File: src/rtl/pole_predictor_pkg.sv
// rtl/pole_predictor_pkg.sv - shared state encoding, limits and helpers for the pole predictor
package pole_predictor_pkg;

    typedef enum logic [1:0] {
        IDLE = 2'd0,
        MUL1 = 2'd1,
        MUL2 = 2'd2,
        SUM  = 2'd3
    } state_e;

    localparam logic [15:0] A2UL       = 16'd12288;
    localparam logic [15:0] A2LL       = 16'd53248;
    localparam logic [12:0] FMULT_BIAS = 13'd48;

    function automatic logic [3:0] bit_length13(input logic [12:0] v);
        logic [3:0] n;
        n = 4'd0;
        for (int i = 0; i < 13; i++) begin
            if (v[i]) n = 4'(i + 1);
        end
        return n;
    endfunction

    function automatic logic [15:0] limc(input logic [15:0] a2t);
        logic [15:0] r;
        if ($signed(a2t) > $signed(A2UL))      r = A2UL;
        else if ($signed(a2t) < $signed(A2LL)) r = A2LL;
        else                                   r = a2t;
        return r;
    endfunction

endpackage

File: src/rtl/pole_predictor_if.sv
// rtl/pole_predictor_if.sv - coefficient, operand and result bundle of the pole predictor
interface pole_predictor_if;
    logic        upd;
    logic [15:0] A2T;
    logic [15:0] A1;
    logic [10:0] SR1;
    logic [10:0] SR2;
    logic        start;
    logic [15:0] A2;
    logic        busy;
    logic        done;
    logic [15:0] WA1;
    logic [15:0] WA2;
    logic [15:0] SEP;

    modport master (
        output upd, A2T, A1, SR1, SR2, start,
        input  A2, busy, done, WA1, WA2, SEP
    );

    modport slave (
        input  upd, A2T, A1, SR1, SR2, start,
        output A2, busy, done, WA1, WA2, SEP
    );
endinterface

File: src/rtl/pole_predictor_fmult.sv
// rtl/pole_predictor_fmult.sv - combinational G.726 FMULT: fixed-point coefficient times float signal
module fmult
    import pole_predictor_pkg::*;
(
    input  logic [15:0] an,
    input  logic [10:0] sr,
    output logic [15:0] wan
);

    logic [15:0] an_abs;
    logic [12:0] an_mag;
    logic [3:0]  an_exp;
    logic [18:0] an_norm;
    logic [5:0]  an_mant;
    logic [4:0]  w_exp;
    logic [12:0] w_prod;
    logic [7:0]  w_mant;
    logic [16:0] w_scaled;
    logic [14:0] w_mag;

    always_comb begin
        an_abs  = an[15] ? (~an + 16'd1) : an;
        an_mag  = an_abs[14:2];
        an_exp  = bit_length13(an_mag);
        an_norm = {an_mag, 6'b0} >> an_exp;
        an_mant = (an_mag == 13'd0) ? 6'd32 : an_norm[5:0];
        w_exp   = {1'b0, sr[9:6]} + {1'b0, an_exp};
        // Mantissa product never exceeds 63*63+48, so 13 bits hold it without overflow.
        w_prod  = ({7'b0, sr[5:0]} * {7'b0, an_mant}) + FMULT_BIAS;
        w_mant  = w_prod[11:4];
        if (w_exp <= 5'd26) w_scaled = {2'b0, w_mant, 7'b0} >> (5'd26 - w_exp);
        else                w_scaled = {2'b0, w_mant, 7'b0} << (w_exp - 5'd26);
        w_mag   = w_scaled[14:0];
        wan     = (sr[10] ^ an[15]) ? (16'd0 - {1'b0, w_mag}) : {1'b0, w_mag};
    end

endmodule

File: src/rtl/pole_predictor.sv
// rtl/pole_predictor.sv - A2 limiter and three-step pole-section evaluator sharing one fmult
module pole_predictor
    import pole_predictor_pkg::*;
(
    input  logic clk,
    input  logic reset,
    input  logic test_mode,
    input  logic scan_enable,
    input  logic scan_in0,
    input  logic scan_in1,
    input  logic scan_in2,
    input  logic scan_in3,
    input  logic scan_in4,
    output logic scan_out0,
    output logic scan_out1,
    output logic scan_out2,
    output logic scan_out3,
    output logic scan_out4,
    pole_predictor_if.slave bus
);

    state_e      state_q, state_d;
    logic [15:0] a2_q, a2_d;
    logic [15:0] a1_cap_q, a1_cap_d;
    logic [15:0] a2_cap_q, a2_cap_d;
    logic [10:0] sr1_cap_q, sr1_cap_d;
    logic [10:0] sr2_cap_q, sr2_cap_d;
    logic [15:0] wa1_q, wa1_d;
    logic [15:0] wa2_q, wa2_d;
    logic [15:0] sep_q, sep_d;
    logic        done_q, done_d;

    logic [15:0] mul_an;
    logic [10:0] mul_sr;
    logic [15:0] mul_w;

    wire unused_scan = &{1'b0, test_mode, scan_enable,
                         scan_in0, scan_in1, scan_in2, scan_in3, scan_in4};

    // The single multiplier sees the a1 pair in MUL1 and the a2 pair otherwise.
    assign mul_an = (state_q == MUL1) ? a1_cap_q  : a2_cap_q;
    assign mul_sr = (state_q == MUL1) ? sr1_cap_q : sr2_cap_q;

    fmult u_fmult (
        .an  (mul_an),
        .sr  (mul_sr),
        .wan (mul_w)
    );

    always_comb begin
        state_d   = state_q;
        a2_d      = bus.upd ? limc(bus.A2T) : a2_q;
        a1_cap_d  = a1_cap_q;
        a2_cap_d  = a2_cap_q;
        sr1_cap_d = sr1_cap_q;
        sr2_cap_d = sr2_cap_q;
        wa1_d     = wa1_q;
        wa2_d     = wa2_q;
        sep_d     = sep_q;
        done_d    = 1'b0;
        case (state_q)
            IDLE: begin
                if (bus.start) begin
                    a1_cap_d  = bus.A1;
                    a2_cap_d  = a2_q;
                    sr1_cap_d = bus.SR1;
                    sr2_cap_d = bus.SR2;
                    state_d   = MUL1;
                end
            end
            MUL1: begin
                wa1_d   = mul_w;
                state_d = MUL2;
            end
            MUL2: begin
                wa2_d   = mul_w;
                state_d = SUM;
            end
            SUM: begin
                sep_d   = wa1_q + wa2_q;
                done_d  = 1'b1;
                state_d = IDLE;
            end
            default: state_d = IDLE;
        endcase
    end

    always_ff @(posedge clk or negedge reset) begin
        if (!reset) begin
            state_q   <= IDLE;
            a2_q      <= 16'd0;
            a1_cap_q  <= 16'd0;
            a2_cap_q  <= 16'd0;
            sr1_cap_q <= 11'd0;
            sr2_cap_q <= 11'd0;
            wa1_q     <= 16'd0;
            wa2_q     <= 16'd0;
            sep_q     <= 16'd0;
            done_q    <= 1'b0;
        end else begin
            state_q   <= state_d;
            a2_q      <= a2_d;
            a1_cap_q  <= a1_cap_d;
            a2_cap_q  <= a2_cap_d;
            sr1_cap_q <= sr1_cap_d;
            sr2_cap_q <= sr2_cap_d;
            wa1_q     <= wa1_d;
            wa2_q     <= wa2_d;
            sep_q     <= sep_d;
            done_q    <= done_d;
        end
    end

    assign bus.A2   = a2_q;
    assign bus.busy = (state_q != IDLE);
    assign bus.done = done_q;
    assign bus.WA1  = wa1_q;
    assign bus.WA2  = wa2_q;
    assign bus.SEP  = sep_q;

    assign scan_out0 = 1'b0;
    assign scan_out1 = 1'b0;
    assign scan_out2 = 1'b0;
    assign scan_out3 = 1'b0;
    assign scan_out4 = 1'b0;

endmodule

File: src/flat_wrapper.sv
// flat-port wrapper written by rule: the top's interface ports become plain ports
module pole_predictor_flat import pole_predictor_pkg::*;
  (clk, reset, test_mode, scan_enable, scan_in0, scan_in1, scan_in2, scan_in3, scan_in4, scan_out0, scan_out1, scan_out2, scan_out3, scan_out4, bus_upd, bus_A2T, bus_A1, bus_SR1, bus_SR2, bus_start, bus_A2, bus_busy, bus_done, bus_WA1, bus_WA2, bus_SEP);
  pole_predictor_if bus_i ();
  input  logic clk;
  input  logic reset;
  input  logic test_mode;
  input  logic scan_enable;
  input  logic scan_in0;
  input  logic scan_in1;
  input  logic scan_in2;
  input  logic scan_in3;
  input  logic scan_in4;
  output logic scan_out0;
  output logic scan_out1;
  output logic scan_out2;
  output logic scan_out3;
  output logic scan_out4;
  input wire logic [$bits(bus_i.upd)-1:0] bus_upd;
  input wire logic [$bits(bus_i.A2T)-1:0] bus_A2T;
  input wire logic [$bits(bus_i.A1)-1:0] bus_A1;
  input wire logic [$bits(bus_i.SR1)-1:0] bus_SR1;
  input wire logic [$bits(bus_i.SR2)-1:0] bus_SR2;
  input wire logic [$bits(bus_i.start)-1:0] bus_start;
  output wire logic [$bits(bus_i.A2)-1:0] bus_A2;
  output wire logic [$bits(bus_i.busy)-1:0] bus_busy;
  output wire logic [$bits(bus_i.done)-1:0] bus_done;
  output wire logic [$bits(bus_i.WA1)-1:0] bus_WA1;
  output wire logic [$bits(bus_i.WA2)-1:0] bus_WA2;
  output wire logic [$bits(bus_i.SEP)-1:0] bus_SEP;
  assign bus_i.upd = bus_upd;
  assign bus_i.A2T = bus_A2T;
  assign bus_i.A1 = bus_A1;
  assign bus_i.SR1 = bus_SR1;
  assign bus_i.SR2 = bus_SR2;
  assign bus_i.start = bus_start;
  assign bus_A2 = bus_i.A2;
  assign bus_busy = bus_i.busy;
  assign bus_done = bus_i.done;
  assign bus_WA1 = bus_i.WA1;
  assign bus_WA2 = bus_i.WA2;
  assign bus_SEP = bus_i.SEP;
  pole_predictor u_core (.clk(clk), .reset(reset), .test_mode(test_mode), .scan_enable(scan_enable), .scan_in0(scan_in0), .scan_in1(scan_in1), .scan_in2(scan_in2), .scan_in3(scan_in3), .scan_in4(scan_in4), .scan_out0(scan_out0), .scan_out1(scan_out1), .scan_out2(scan_out2), .scan_out3(scan_out3), .scan_out4(scan_out4), .bus(bus_i));
endmodule
File: config.mk
export PLATFORM = sky130hd
export DESIGN_NAME = pole_predictor_flat
export DESIGN_NICKNAME = d
export VERILOG_FILES = /design/src/rtl/pole_predictor_pkg.sv /design/src/rtl/pole_predictor_if.sv /design/src/rtl/pole_predictor_fmult.sv /design/src/rtl/pole_predictor.sv /design/src/flat_wrapper.sv
export SDC_FILE = /design/constraint.sdc
export NUM_CORES = 1
export LEC_CHECK = 0
export ABC_AREA = 1
export BUFFER_PORTS_ARGS = -buffer_cell sky130_fd_sc_hd__buf_2
export CORE_ASPECT_RATIO = 2
export CORE_MARGIN = 2
export CORE_UTILIZATION = 58
export CTS_CLUSTER_SIZE = 8
export DETAILED_ROUTE_END_ITERATION = 7
export MAX_ROUTING_LAYER = met4
export PLACE_DENSITY = 0.81
export SYNTH_ARGS = -nofsm -noshare
export SYNTH_HDL_FRONTEND = slang
export SYNTH_SLANG_ARGS = --single-unit
File: constraint.sdc
create_clock -name clk -period 13.25 [get_ports clk]
set_input_delay 2.65 -clock clk [delete_from_list [all_inputs] [get_ports clk]]
set_output_delay 2.65 -clock clk [all_outputs]
set_load 0.1 [all_outputs]
Yosys cells after proc, flatten, opt, wreduce, memory -nomap -nowiden

Index checks and enable logic that the tools add are counted.

Bits in registers: 121
Output and inout bits: 71
ROM bits: 0
Memories kept: 0
Bits in latches: 0
Input port bits: 65
RAM bits: 0

Bitwise operators: 2
Multiplexer cells: 24
Shifts and indexed selects: 3
Magnitude comparators: 3
Reductions and logical operators: 4
Add/sub/neg operators: 7
Multipliers: 1
Div/mod/pow operators: 0
Equal/unequal tests: 4

Operators with widths:

| kind                  | number |
|---|---|
| $mux 16               | 4 |
| $mux 4                | 12 |
| $mux 15               | 2 |
| $shr 19x4->6          | 1 |
| $add 16x16->16        | 1 |
| $gt 16x15->1 const B  | 1 |
| $lt 16x15->1 const B  | 1 |
| $sub 1x15->16 const A | 1 |
| $add 15x1->15 const B | 1 |
| $not 15->15           | 1 |
| $shl 15x5->15         | 1 |
| $shr 15x5->15         | 1 |
| $logic_not 13->1      | 1 |
| $add 12x6->12 const B | 1 |
| $mul 6x6->12          | 1 |
| $mux 11               | 1 |
| $pmux 2 s4            | 1 |
| $mux 6                | 1 |
| $add 4x4->5           | 1 |
| $le 5x5->1 const B    | 1 |
| $sub 5x5->5 const A   | 1 |
| $sub 5x5->5 const B   | 1 |
| $eq 2x2->1 const B    | 2 |
| $eq 2x1->1 const B    | 1 |
| 7 further kinds       | 8 |

Logic depth before layout (Yosys ltp)

Depth after elaboration: 26
Gate-level depth with buffers: 61
Mapped depth without buffers: 60

Cells and area by module

From an unflattened synthesis, not the netlist that was laid out.

Cell total of the unflattened synthesis: 1288
Area total of the unflattened synthesis: 9595.5 sq um

Modules (own cells, without submodules):

| module         | area each (sq um) | cells an instance | seq. area each (sq um) | instances |
|---|---|---|---|---|
| pole_predictor | 5881.9            | 638               | 3027.9                 | 1 |
| fmult          | 3713.6            | 650               | 0.0                    | 1 |

Worst setup path after synthesis

No wires, ideal clock.

Kind: reg-to-reg
From: register u_core.state_q[1]
To: register u_core.wa2_q[14] (netlist: u_core.bus.WA2[14])
Required time: 13130 ps
Slack: 5782 ps
Path buffers: 2
Stages on the path, launching flop included: 43
Arrival time: 7348 ps
Path through: dfrtp_1 inv_1 ha_1 buf_4 buf_2 o21a_2 nor3_4 nand3_2 nand2_2 o21ai_1 or2_1 nand2_2 nand2_2 nor2_2 inv_2 nand3_1 nand3_1 nand2_1 [7 not listed] inv_1 fa_1 inv_1 nand3_1 nand2_1 xor2_1 o21ai_0 nand2_1 nand3_1 a31oi_1 ha_1 inv_1 nor2_1 nand2_1 o21ai_2 nand4_1 nand3_1 nand2_1

Longest elaborated chain between the ends: 26
Elaborated cells on any way between the ends: 35

RTL lines:

| what                                           | line                                                   | source |
|---|---|---|
| start: declaration                             | pole_predictor.sv:22                                   | `state_e state_q, state_d;` |
| start signal: assignment                       | pole_predictor.sv:101                                  | `state_q <= state_d;` |
| $eq 2x1->1                                     | pole_predictor.sv:41, pole_predictor.sv:42             |  |
| $mux 16                                        | pole_predictor.sv:41                                   | `assign mul_an = (state_q == MUL1) ? a1_cap_q : a2_cap_q;` |
| $not 15->15                                    | pole_predictor_fmult.sv:22                             | `an_abs = an[15] ? (~an + 16'd1) : an;` |
| $add 15x1->15                                  | pole_predictor_fmult.sv:22                             |  |
| $mux 15                                        | pole_predictor_fmult.sv:22                             |  |
| $mux 1                                         | pole_predictor_pkg.sv:19                               | `if (v[i]) n = 4'(i + 1);` |
| $mux 4 (12 in series)                          | pole_predictor_pkg.sv:19                               |  |
| $shr 19x4->6                                   | pole_predictor_fmult.sv:25                             | `an_norm = {an_mag, 6'b0} >> an_exp;` |
| $mux 6                                         | pole_predictor_fmult.sv:26                             | `an_mant = (an_mag == 13'd0) ? 6'd32 : an_norm[5:0];` |
| $mul 6x6->12                                   | pole_predictor_fmult.sv:29                             | `w_prod = ({7'b0, sr[5:0]} * {7'b0, an_mant}) + FMULT_BIAS;` |
| $add 12x6->12                                  | pole_predictor_fmult.sv:29                             |  |
| $shl 15x5->15 or $shr 15x5->15 (tied branches) | pole_predictor_fmult.sv:32, pole_predictor_fmult.sv:31 |  |
| $mux 15                                        | pole_predictor_fmult.sv:31                             | `if (w_exp <= 5'd26) w_scaled = {2'b0, w_mant, 7'b0} >> (5'd26 - w_exp);` |
| $sub 1x15->16                                  | pole_predictor_fmult.sv:34                             | `wan = (sr[10] ^ an[15]) ? (16'd0 - {1'b0, w_mag}) : {1'b0, w_mag};` |
| $mux 16                                        | pole_predictor_fmult.sv:34                             |  |
| end signal: assignment                         | pole_predictor.sv:108                                  | `wa2_q <= wa2_d;` |
| end: declaration                               | pole_predictor.sv:29                                   | `logic [15:0] wa2_q, wa2_d;` |

Parallel ways exist; a longest one is shown, timed or not.
A chain may end at the register's enable or synchronous reset.

Final worst setup path

Same ends and word-level chain as after synthesis.

==> results_dict.tcl <==
set metrics [dict create \
    status "complete, no violations" \
    grt_max_degree 79 \
    min_period_ns 9.54 \
    syn_area_per_cell_um2 7.41 \
    slew_violations 0 \
    finalHoldViolCount 0 \
    holdPathStages 2 \
    synth_top_area_share_pct 33.9 \
    tns_ns 0 \
    whs_endpoint "u_core.bus.SEP[0]" \
    cts.path.max_buffers 2 \
    ff2ff_setup_slack_ns 3.71 \
    die_y_um 180 \
    final_layout_size_suffix_gt1_share_pct 17.2 \
    synth_edf_count 0 \
    postSynthCellCount 1205 \
    ios 136 \
    yosys.area.top_type "dfrtp_1" \
    netlist_area_um2 8930 \
    wl_per_cell_um 15.8 \
    grt_util_all_layers_pct 30.9 \
    finalSetupViolCount 0 \
    mostFrequentLayoutCells "nand2_1, inv_1, buf_2, dfrtp_1, nand3_1" \
    antenna_left 0 \
    synth-seq-cells 121 \
    hp-class "reg -> reg" \
    htree_num_levels 4 \
    dr.first_iter.drc_count 427 \
    min_from "u_core.bus.SEP[0]" \
    timing.fmax_ghz 0.105 \
    rsz0062_at_grt "no" \
    max_stage_delay_ns 0.56 \
    die_w_um 91.8 \
    timing.rr.end "u_core.bus.WA2[14]" \
    wl_mm 24.2 \
    rr_startpoint "u_core.state_q[1]" \
    rows 64 \
    synthFlopType "dfrtp_1" \
    crit_arrival_ns 9.85 \
    grt_pass1_wl_mm 39.3 \
    ys_warn_count 0 \
    antenna_found_initial 1 \
    drcViolationCount 0 \
    synth_cell_types 49 \
    cts_setup_buffers 0 \
    final_common_cell "nand2_1" \
    startpoint_type "flip-flop" \
    gp_congestion 1.03 \
    path_clk_slew_ns 0.06 \
    cp-end-kind "flip-flop" \
    grt_pass1_vias 8605 \
    synthArstFlopShare_pct 100 \
    cts_tree "done" \
    worstMarginPinSlew_ns 0.889 \
    fin_crit_sh_pct 72.0 \
    synth_seq_area_share_pct 33.9 \
    vias 8374 \
    critPathSlowestCell "fa_1" \
    slew_headroom_pct 40.1 \
    synth_area_leaders "dfrtp_1, nand2_1, ha_1, nand3_1, inv_1" \
    dr.pass1.iters 5 \
    cts-root-buf "clkbuf_16" \
    dp_hpwl_mm 18.8 \
    core_um2 15200 \
    layout.nets 1454 \
    cp_max_fo 49 \
    start_util_pct 58.7 \
    via_per_inst 5.48 \
    dieArea_um2 16500 \
    r2r_cells 45 \
    worst-setup-path-type "reg -> reg" \
    clock_skew_ns 0.0139 \
    cts-hold-fix-buffers 0 \
    clk_latency_ns 0.42 \
    maxCapViolCount 0 \
    cts_sinks 121 \
    cts_buffers 17 \
    fillers 1346 \
    area_delta_synth_final_pct 14.6 \
    io_buffers 123 \
    cts_resized 0 \
    gr-total-overflow 0 \
    cp.required_ns 13.56 \
]
[stage by stage]
step | hold WS [ns] | util (%) | instance area, um^2 | worst slack, ns | std cells
floorplan | 0.448 | - | 8950 | 5.78 | 1209
global placement | 0.452 | 63.4 | 9650 | 4.02 | 1495
detailed placement | 0.462 | 63.4 | 9650 | 3.81 | 1495
CTS | 0.476 | 67.3 | 10200 | 3.78 | 1526
global route | 0.505 | 67.3 | 10200 | 2.96 | 1527
finish | 0.471 | 67.3 | 10200 | 3.71 | 1527
[layer usage]
| metal | up-vias | part of all wire (%) | GRT usage [%] |
|---|---|---|---|
| met5 | - | 0 | - |
| met4 | 0 | 6.7 | 19.8 |
| met3 | 103 | 3.0 | 3.23 |
| met2 | 258 | 58 | 60.9 |
| met1 | 3902 | 32 | 26.1 |
| li1 | 4111 | - | - |
[registers in the layout, summed over array words and instances (netlist names)]
name              flops
u_core.bus.A2        16
u_core.sr2_cap_q     11
u_core.bus.SEP       16
u_core.bus.done       1
u_core.sr1_cap_q     11
u_core.state_q        2
u_core.a1_cap_q      16
u_core.a2_cap_q      16
u_core.bus.WA2       16
u_core.bus.WA1       16
[area by class of cell]
cell class,instances,area (um^2),area share [%]
Tap cell,198,248,2.42
Inverter,150,563,5.50
Antenna cell,1,2.50,0.0244
Timing Repair Buffer,128,656,6.40
Clock inverter,13,146,1.43
Multi-Input combinational cell,898,5160,50.4
Clock buffer,18,439,4.29
Sequential cell,121,3030,29.6
[cells in the mapped netlist (2+ instances only)]
master / count
fa_1: 20
nand3_2: 5
or2_2: 6
o21ai_1: 6
nor3_1: 5
or2_1: 4
nor2_2: 4
nand3_1: 110
nor2_1: 62
inv_2: 3
xnor2_1: 8
inv_1: 142
or2_0: 4
a31oi_1: 7
a21o_1: 2
o211ai_1: 7
mux2_2: 30
buf_4: 7
nand2_2: 11
dfrtp_1: 121
a21oi_1: 46
nand3b_1: 2
nand2_1: 357
xor2_1: 19
o21ai_2: 2
nand4_1: 15
o21ai_0: 88
mux2i_1: 2
o31ai_1: 2
buf_6: 3
clkinv_1: 5
buf_1: 5
clkbuf_1: 20
nor4_1: 4
ha_1: 53
buf_2: 5
[worst max-delay path, delay by kind of cell (launching register included)]
kind / cells / cell delay [ns]
simple gates: 24 / 3.43
fa+ha+maj: 7 / 2.99
buf+inv: 9 / 1.28
compound gates: 4 / 1.04
flops: 1 / 0.40
xor+xnor: 1 / 0.25
[how the worst max path moves through the flow]
stage          cells after the start               from                 end
6_report                          45  u_core.state_q[1]  u_core.bus.WA2[14]
3_3_place_gp                      45  u_core.state_q[1]  u_core.bus.WA2[12]
3_5_place_dp                      45  u_core.state_q[1]  u_core.bus.WA2[14]
2_1_floorplan                     42  u_core.state_q[1]  u_core.bus.WA2[14]
4_1_cts                           45  u_core.state_q[1]  u_core.bus.WA2[14]
5_1_grt                           45  u_core.state_q[1]  u_core.bus.WA2[12]
[kinds of logic (layout without fill, tap and decap cells)]
group | Yosys count | in the layout | synth area share (%)
AND/OR/NAND/NOR | 593 | 593 | 28.6
buffers and inverters | 190 | 309 | 8.60
AO/OA/AOI/OAI | 167 | 167 | 10.1
flip-flops | 121 | 121 | 33.9
adder cells (fa/ha/maj) | 73 | 73 | 11.9
multiplexers | 32 | 32 | 4.01
XOR/XNOR | 28 | 28 | 2.83
other | 1 | 6 | 0.0420
Power is not shown: default switching activity piles up to over one toggle a cycle in this logic, so the estimate is an artifact.
